===== src/rtl/multi_queue_pkg.sv =====
// multi_queue_pkg: shared helpers for the multi-queue shared FIFO
// and the queue reader that consumes its read port.
package multi_queue_pkg;

    // Index width that never collapses to zero bits.
    function automatic int safe_clog2(input int n);
        return (n <= 2) ? 1 : $clog2(n);
    endfunction

    // Valid/ready transfer condition of a stream.
    function automatic logic fire(input logic valid, input logic ready);
        return valid && ready;
    endfunction

endpackage


===== src/rtl/multi_queue_free_list.sv =====
// multi_queue_free_list: circular FIFO of unallocated slot indices.
// Starts full with 0..DEPTH-1; one alloc and one release per cycle.
module multi_queue_free_list
    import multi_queue_pkg::*;
#(
    parameter int DEPTH = 16,
    localparam int SBITS = safe_clog2(DEPTH),
    localparam int CBITS = $clog2(DEPTH + 1)
) (
    input  logic             clk,
    input  logic             rst,
    input  logic             i_alloc,
    output logic [SBITS-1:0] o_alloc_idx,
    input  logic             i_release,
    input  logic [SBITS-1:0] i_release_idx,
    output logic [CBITS-1:0] o_count
);

    logic [SBITS-1:0] r_idx [DEPTH];
    logic [SBITS-1:0] r_rd;
    logic [SBITS-1:0] r_wr;
    logic [CBITS-1:0] r_count;

    function automatic logic [SBITS-1:0] nxt(input logic [SBITS-1:0] p);
        return (p == SBITS'(DEPTH - 1)) ? '0 : p + 1'b1;
    endfunction

    assign o_alloc_idx = r_idx[r_rd];
    assign o_count     = r_count;

    // Index ring: reset refills it in ascending order; a released slot
    // lands at the tail and is only visible to alloc from the next cycle.
    always_ff @(posedge clk or posedge rst) begin
        if (rst) begin
            for (int i = 0; i < DEPTH; i++) begin
                r_idx[i] <= SBITS'(i);
            end
            r_rd    <= '0;
            r_wr    <= '0;
            r_count <= CBITS'(DEPTH);
        end else begin
            if (i_release) begin
                r_idx[r_wr] <= i_release_idx;
                r_wr        <= nxt(r_wr);
            end
            if (i_alloc) begin
                r_rd <= nxt(r_rd);
            end
            if (i_alloc && !i_release) begin
                r_count <= r_count - 1'b1;
            end else if (!i_alloc && i_release) begin
                r_count <= r_count + 1'b1;
            end
        end
    end

endmodule


===== src/rtl/multi_queue_shared_fifo.sv =====
// multi_queue_shared_fifo: QUEUE_COUNT linked-list queues sharing a
// DEPTH-entry pool, with a per-queue occupancy cap.
module multi_queue_shared_fifo
    import multi_queue_pkg::*;
#(
    parameter int QUEUE_COUNT = 4,
    parameter int DEPTH       = 16,
    parameter int WIDTH       = 32,
    parameter int QUEUE_LIMIT = DEPTH,
    localparam int QBITS = safe_clog2(QUEUE_COUNT),
    localparam int SBITS = safe_clog2(DEPTH),
    localparam int LBITS = $clog2(QUEUE_LIMIT + 1),
    localparam int FBITS = $clog2(DEPTH + 1)
) (
    input  logic                         clk,
    input  logic                         rst,
    input  logic                         in_valid,
    input  logic [QBITS-1:0]             in_target,
    input  logic [WIDTH-1:0]             in_payload,
    output logic [QUEUE_COUNT-1:0]       in_ready,
    input  logic [QBITS-1:0]             out_select,
    output logic                         out_valid,
    output logic [WIDTH-1:0]             out_payload,
    input  logic                         out_ready,
    output logic [QUEUE_COUNT*LBITS-1:0] level,
    output logic [FBITS-1:0]             free_level
);

    typedef logic [QBITS-1:0] queue_id_t;
    typedef logic [SBITS-1:0] slot_t;
    typedef logic [LBITS-1:0] level_t;

    logic [WIDTH-1:0] r_data  [DEPTH];
    slot_t            r_next  [DEPTH];
    slot_t            r_head  [QUEUE_COUNT];
    slot_t            r_tail  [QUEUE_COUNT];
    level_t           r_level [QUEUE_COUNT];

    logic [FBITS-1:0]       w_free_cnt;
    slot_t                  w_alloc_slot;
    slot_t                  w_sel_head;
    level_t                 w_sel_level;
    level_t                 w_tgt_level;
    logic                   w_tgt_ok;
    logic                   w_sel_ok;
    logic                   w_push;
    logic                   w_pop;
    logic                   w_push_empty;
    logic                   w_out_valid;
    logic [QUEUE_COUNT-1:0] w_push_q;
    logic [QUEUE_COUNT-1:0] w_pop_q;

    assign w_tgt_ok    = 32'(in_target) < QUEUE_COUNT;
    assign w_sel_ok    = 32'(out_select) < QUEUE_COUNT;
    assign w_tgt_level = r_level[in_target];
    assign w_sel_level = r_level[out_select];
    assign w_sel_head  = r_head[out_select];

    // Acceptance depends on registered counts only, never on the read side.
    always_comb begin
        in_ready = '0;
        for (int q = 0; q < QUEUE_COUNT; q++) begin
            in_ready[q] = !rst && (w_free_cnt != '0) &&
                          (r_level[q] < level_t'(QUEUE_LIMIT));
        end
    end

    assign w_push      = fire(in_valid, w_tgt_ok && in_ready[in_target]);
    assign w_out_valid = w_sel_ok && (w_sel_level != '0);
    assign w_pop       = fire(w_out_valid, out_ready);
    assign out_valid   = w_out_valid;
    assign out_payload = w_out_valid ? r_data[w_sel_head] : '0;

    // A push into a queue that is, or is being drained to, empty starts a
    // fresh list instead of linking behind the stale tail.
    assign w_push_empty = (w_tgt_level == '0) ||
                          ((w_tgt_level == level_t'(1)) && w_pop &&
                           (out_select == in_target));

    // Per-queue push/pop strobes.
    always_comb begin
        w_push_q = '0;
        w_pop_q  = '0;
        for (int q = 0; q < QUEUE_COUNT; q++) begin
            w_push_q[q] = w_push && (in_target == queue_id_t'(q));
            w_pop_q[q]  = w_pop && (out_select == queue_id_t'(q));
        end
    end

    multi_queue_free_list #(
        .DEPTH (DEPTH)
    ) u_free_list (
        .clk           (clk),
        .rst           (rst),
        .i_alloc       (w_push),
        .o_alloc_idx   (w_alloc_slot),
        .i_release     (w_pop),
        .i_release_idx (w_sel_head),
        .o_count       (w_free_cnt)
    );

    // Payload and link storage; contents are meaningless until linked.
    always_ff @(posedge clk) begin
        if (w_push) begin
            r_data[w_alloc_slot] <= in_payload;
            if (!w_push_empty) begin
                r_next[r_tail[in_target]] <= w_alloc_slot;
            end
        end
    end

    // Head/tail pointers and occupancy per queue.
    always_ff @(posedge clk or posedge rst) begin
        if (rst) begin
            for (int q = 0; q < QUEUE_COUNT; q++) begin
                r_head[q]  <= '0;
                r_tail[q]  <= '0;
                r_level[q] <= '0;
            end
        end else begin
            for (int q = 0; q < QUEUE_COUNT; q++) begin
                if (w_pop_q[q]) begin
                    r_head[q] <= r_next[r_head[q]];
                end
                if (w_push_q[q]) begin
                    r_tail[q] <= w_alloc_slot;
                    if (w_push_empty) begin
                        r_head[q] <= w_alloc_slot;
                    end
                end
                if (w_push_q[q] && !w_pop_q[q]) begin
                    r_level[q] <= r_level[q] + 1'b1;
                end else if (!w_push_q[q] && w_pop_q[q]) begin
                    r_level[q] <= r_level[q] - 1'b1;
                end
            end
        end
    end

    // Flatten per-queue occupancy onto the level bus.
    always_comb begin
        level = '0;
        for (int q = 0; q < QUEUE_COUNT; q++) begin
            level[q*LBITS +: LBITS] = r_level[q];
        end
    end

    assign free_level = w_free_cnt;

endmodule


===== config.mk =====
export PLATFORM = sky130hd
export DESIGN_NAME = multi_queue_shared_fifo
export DESIGN_NICKNAME = d
export VERILOG_FILES = /design/src/rtl/multi_queue_pkg.sv /design/src/rtl/multi_queue_free_list.sv /design/src/rtl/multi_queue_shared_fifo.sv
export SDC_FILE = /design/constraint.sdc
export NUM_CORES = 1
export LEC_CHECK = 0
export BUFFER_PORTS_ARGS = -buffer_cell sky130_fd_sc_hd__buf_2
export CORE_MARGIN = 2
export CORE_UTILIZATION = 33
export CTS_BUF_LIST = sky130_fd_sc_hd__clkbuf_16
export DETAILED_ROUTE_END_ITERATION = 12
export SLEW_MARGIN = 25
export SYNTH_ARGS = -nofsm -noshare
export SYNTH_HDL_FRONTEND = slang
export SYNTH_HIERARCHICAL = 1
export SYNTH_SLANG_ARGS = --single-unit

===== constraint.sdc =====
create_clock -name clk -period 5.5 [get_ports clk]
set_clock_uncertainty 0.05 [all_clocks]
set_input_delay 1.1 -clock clk [delete_from_list [all_inputs] [get_ports clk]]
set_output_delay 1.1 -clock clk [all_outputs]
set_load 0.01 [all_outputs]

# --- Word level (Yosys, flattened, before mapping) ---
# Memory sizes are Yosys's and may differ from the RTL's.
# Cells that the tools add are included.
op_classes:
  n_addsub: 12
  magnitude_cmp: 10
  eq_ne: 10
  n_mux: 50
  bitwise: 4
  reduce_logical: 50
ops:
  columns: ["op", "count"]
  rows:
  - ["$mux 4", 21]
  - ["$mux 5", 14]
  - ["$bwmux 64", 1]
  - ["$mux 32", 1]
  - ["$logic_and 1x1->1", 28]
  - ["$add 5x1->5 const B", 5]
  - ["$sub 5x1->5 const B", 5]
  - ["$bmux 5 s2", 2]
  - ["$lt 5x5->1 const B", 4]
  - ["$bmux 4 s2", 2]
  - ["$bmux 4 s4", 1]
  - ["$demux 4 s4", 1]
  - ["$logic_not 1->1", 11]
  - ["$ge 5x5->1 const B", 2]
  - ["$not 4->5", 2]
  - ["$reduce_bool 2->1", 5]
  - ["$reduce_bool 5->1", 2]
  - ["$add 4x1->4 const B", 2]
  - ["$eq 2x2->1 const B", 4]
  - ["$eq 4x4->1 const B", 2]
  - ["$ge 3x3->1 const B", 2]
  - ["$mux 1", 6]
  - ["$not 2->3", 2]
  - ["$eq 5x1->1 const B", 1]
  - ["other kinds (8)", 10]
word_totals:
  ff_bits: 129
  ramBits: 576
  in_bits: 40
  output_inout_bits: 62
  wordCells: 169
  memories: 2
memory_table:
  columns: ["memory", "depth", "width", "read_ports", "rd_ports_with_merged_regs", "write_ports", "line", "text"]
  rows:
  - ["r_data", 16, 32, 1, 0, 1, "multi_queue_shared_fifo.sv:33", "logic [WIDTH-1:0] r_data [DEPTH];"]
  - ["r_next", 16, 4, 4, 0, 1, "multi_queue_shared_fifo.sv:34", "slot_t r_next [DEPTH];"]

# --- Longest topological paths before layout ---
logic_depth:
  ltp_word: 12
  ltp_mapped: 14

# --- Modules after synthesis ---
# Netlist, hierarchy kept.
by_module_without_submodules:
  columns: ["mod", "instances", "cells_per_inst", "area_each_um2"]
  rows:
  - ["multi_queue_shared_fifo", 1, 1676, 27607.7]
  - ["multi_queue_free_list", 1, 265, 3707.3]

# --- Least setup slack after synthesis ---
# OpenSTA, ideal clock, no wires.
synth_timing:
  path_kind: "input-to-reg"
  startpoint: "input port rst"
  endpoint: "memory r_data[0][0], enable pin"
  t_arrival_ns: 5.341
  required_time_ns: 4.989
  path_slack_ns: -0.352
  path_stages: 4
  path_buffers: 0
  path_cell_list: "inv_1 -> o211ai_2 -> or4_1 -> nor3_1"
synth_via:
  elab_chain_len: 8
synth_lines:
  columns: ["element", "line", "text"]
  rows:
  - ["start, declared", "multi_queue_shared_fifo.sv:16", "input logic rst,"]
  - ["$logic_not 1->1 (no line) *", null, null]
  - ["$logic_and 1x1->1 *", "multi_queue_shared_fifo.sv:63", "in_ready[q] = !rst && (w_free_cnt != '0) &&"]
  - ["$logic_and 1x1->1", "multi_queue_shared_fifo.sv:63", null]
  - ["$bmux 1 s2 *", "multi_queue_shared_fifo.sv:68", "assign w_push = fire(in_valid, w_tgt_ok && in_ready[in_target]);"]
  - ["$mux 1 (implied by the code) *", "multi_queue_shared_fifo.sv:68", null]
  - ["$logic_and 1x1->1 *", "multi_queue_pkg.sv:12", "return valid && ready;"]
  - ["$mux 1 *", "multi_queue_shared_fifo.sv:104", "if (w_push) begin"]
  - ["$mux 1 (implied by the code) *", "multi_queue_shared_fifo.sv:105", "r_data[w_alloc_slot] <= in_payload;"]
  - ["end, declared", "multi_queue_shared_fifo.sv:33", null]
# Mark *: on every way between the ends. The rest lies on a longest branch, timed or not. The select of a mux whose other input is x is not followed.

# --- Final worst setup path ---
layout_timing:
  startpoint: "input port out_select[0]"
  endpoint: "output port out_payload[13]"
layout_via:
  elab_chain_len: 6
layout_lines:
  columns: ["element", "line", "text"]
  rows:
  - ["start, declared", "multi_queue_shared_fifo.sv:21", "input logic [QBITS-1:0] out_select,"]
  - ["$not 2->3 (implied by the code) *", "multi_queue_shared_fifo.sv:56, multi_queue_shared_fifo.sv:57", null]
  - ["$bmux 4 s2 or $bmux 5 s2 (tied branches)", "multi_queue_shared_fifo.sv:57, multi_queue_shared_fifo.sv:56", null]
  - ["$mux 4 (implied by the code) or $mux 5 (tied branches) (2 in series)", "multi_queue_shared_fifo.sv:57, multi_queue_shared_fifo.sv:56", null]
  - ["$mem_v2 16x32 or $reduce_bool 5->1 (tied branches)", null, null]
  - ["$mux 32 *", "multi_queue_shared_fifo.sv:72", "assign out_payload = w_out_valid ? r_data[w_sel_head] : '0;"]
  - ["end, declared", "multi_queue_shared_fifo.sv:23", "output logic [WIDTH-1:0] out_payload,"]
# Marks and branches as above.

==> impl_metrics.ini <==
[power]
ir_drop_mv = 0.310
power_density_nw_per_um2 = 529
p_leak_nw = 12.4

[logic_synthesis]
yosys_register_bits = 705
syn_nets = 2009
synthDistinctLibCells = 62
synth_top_area_cell = edfxtp_1
seq_area_frac_synth_pct = 65.7
synth_edf_count = 576
netlist_area_um2 = 31300
synth.yosys.warnings = 6
synthCells = 1941
synth.area.top_cells = edfxtp_1 (55%), dfrtp_1 (7.7%), mux4_2 (6.5%)
synth_top_area_share_pct = 55.2
synthArstFlopShare_pct = 18.3
synthFlopType = edfxtp_1
synthTopCellsByCount = edfxtp_1 (576), nand2_1 (188), mux2i_1 (154)
yosysMostFrequentCell = edfxtp_1
avgSynthCellArea_um2 = 16.1

[global_routing]
overflow = 0
grt_util_all_layers_pct = 15.4
grt_max_degree = 108
first_global_vias = 18010
antenna_found_initial = 10
grt_pass1_wl_um = 114000

[critical_path]
r2r_slack_ns = 1.59
path_buf_inv = 4
crit_path_start_kind = primary input
r2r_start = level[1]
r2r_end = u_free_list/o_count[4]
r2r_cells = 12
slowest_delay_ns = 0.94
cp_data_arrival_time_ns = 3.70
startpoint = out_select[0]
crit_path_max_fanout = 61
critPathTopFamily = multiplexers
crit_path_cell_trace = buf_2 > mux4_4 > buf_12 > buf_12 > mux2_1 > o211ai_1 > nand4_1 > buf_2
endpoint_kind = primary output
path_class = primary input to primary output
crit_required_ns = 4.35
cpMaxStageDelayCell = mux4_4

[clock_network]
cts_sinks = 705
cts.htree.levels = 3
cts_resized = 0
cts_tree = built
hold_buffers = 0
ctsRootBufferMaster = clkbuf_16
cts_made_buffers = 75
clock_latency_ns = 0.65
post-cts-setup-buffer-count = 0
clkSlewWorstSetupHoldPaths_ns = 0.06
cts.path.max_buffers = 3

[min_path]
hold_class = register to register
hold_path_startpoint = r_tail[6]
whs_path_depth = 2
worst_hold_path.endpoint = r_tail[6]

[drt]
routed_wirelength_um = 75700
drt_iter0_drc = 1320
via_count = 17534
first_pass_iters = 5
wl_per_cell_um = 22.4
ant_nets = 0
drcViolationCount = 0
via_per_inst = 5.20

[sta]
timing.final.crit_period_ns = 4.85
fin_tns_setup_ns = 0
whs_ns = 0.436
tightest_slew_ns = 0.990
rsz0062_at_grt = no
max-slew-margin-rel_pct = 33.9
period_share_pct = 88.1
setup_violations = 0
hold_viol_final = 0
fmax_ghz = 0.206
drv_slew = 0

[floorplanning]
die-area_um2 = 97400
fp.coreArea_um2 = 93700
die_h_um = 312
rows = 112
die_w_um = 312
num_io_pins = 102
start_util_pct = 33.4

[placement]
portBuffers = 101
place_area_um2 = 33500
dp.final_hpwl_um = 44600
place.gp.congestion = 0.804

[job]
maxCapViolCount = 0

[final_layout]
fin_nets = 2125
area_growth_syn_to_layout_pct = 15.0
drive_above_1_share_pct = 27.5
n_fill_cell = 8552
post-route-cell-area_um2 = 36000

[status]
outcome = finished clean
sequential cells by signal (all words and copies together), names as in the netlist:
register and cells:
level 20, r_data 512, r_head 16, r_next 64, r_tail 16, u_free_list/o_count 5
u_free_list/r_idx 64, u_free_list/r_rd 4, u_free_list/r_wr 4
worst register-to-register path: cells and delay by family, from the launching register on:
kind / cells / cell delay, ns
DFF: 1 / 0.44
xor gates and xnor gates: 2 / 0.35
buffers and inverters: 1 / 0.13
adders and majority gates: 2 / 0.53
and+or+nand+nor: 4 / 1.27
AOI/OAI and AO/OA: 3 / 1.07
stage by stage:
stage / total power, mW / setup WS [ns] / utilization (%) / instances
after global routing: 20.0 / 0.540 / 38.4 / 3372
final: 19.0 / 0.654 / 38.4 / 3373
after floorplan: 11.8 / 0.502 / - / 1941
after CTS: 19.3 / 0.629 / 38.4 / 3371
after detailed placement: 14.2 / 0.630 / 35.8 / 3234
after global placement: 14.0 / 0.617 / 35.8 / 3234
cell type report:
| cell class | count | area, um^2 | share of cell area (%) |
|---|---|---|---|
| Antenna cell | 2 | 5.00 | 0.0139 |
| Clock buffer | 75 | 1880 | 5.21 |
| Clock inverter | 62 | 597 | 1.66 |
| Inverter | 17 | 63.8 | 0.177 |
| Multi-Input combinational cell | 1094 | 10200 | 28.2 |
| Sequential cell | 705 | 20600 | 57.1 |
| Tap cell | 1254 | 1570 | 4.36 |
| Timing Repair Buffer | 164 | 1160 | 3.21 |
report_power, final:
group / internal, mW / switching (mW) / total, mW / leakage, nW
registers: 6.67 / 0.545 / 7.21 / 6.75
logic: 2.81 / 3.99 / 6.81 / 4.38
clock network: 2.90 / 2.13 / 5.03 / 1.26
total: 12.4 / 6.67 / 19.0 / 12.4
how the worst max path moves through the flow:
stage / slack (ns) / depth (start not counted) / to
after floorplan: 0.50 / 6 / r_data[11][0]
after global placement: 0.62 / 8 / out_payload[13]
after detailed placement: 0.63 / 8 / out_payload[13]
after CTS: 0.63 / 8 / out_payload[13]
after global routing: 0.54 / 8 / out_payload[17]
final: 0.65 / 8 / out_payload[13]
layer usage:
| metal | part of all wire, % | vias up | GRT usage [%] |
|---|---|---|---|
| met2 | 49 | 456 | 25.6 |
| met4 | 2.6 | 10 | 5.16 |
| met1 | 42 | 9053 | 19.9 |
| li1 | - | 7873 | - |
| met5 | 0.075 | - | 0 |
| met3 | 5.8 | 142 | 3.46 |
placed cells by master (no fill, tap or decap), drive strengths merged, types with 29 or more instances in the layout:
cell type,n
dfrtp,96
nor2,29
clkbuf,75
mux4,91
inv,37
nand2,188
mux2i,154
o21ai,31
mux2,217
o211ai,133
buf,164
nand4,33
edfxtp,576
dfstp,33
clkinv,31
cell families after synthesis:
group           share of synthesized area (%)
xor+xnor                                0.755
buf+inv                                  2.32
flops                                    65.7
mux                                      19.3
simple gates                             5.41
fa+ha+maj                                1.21
compound gates                           5.35
(Power assumes the default switching activity.)
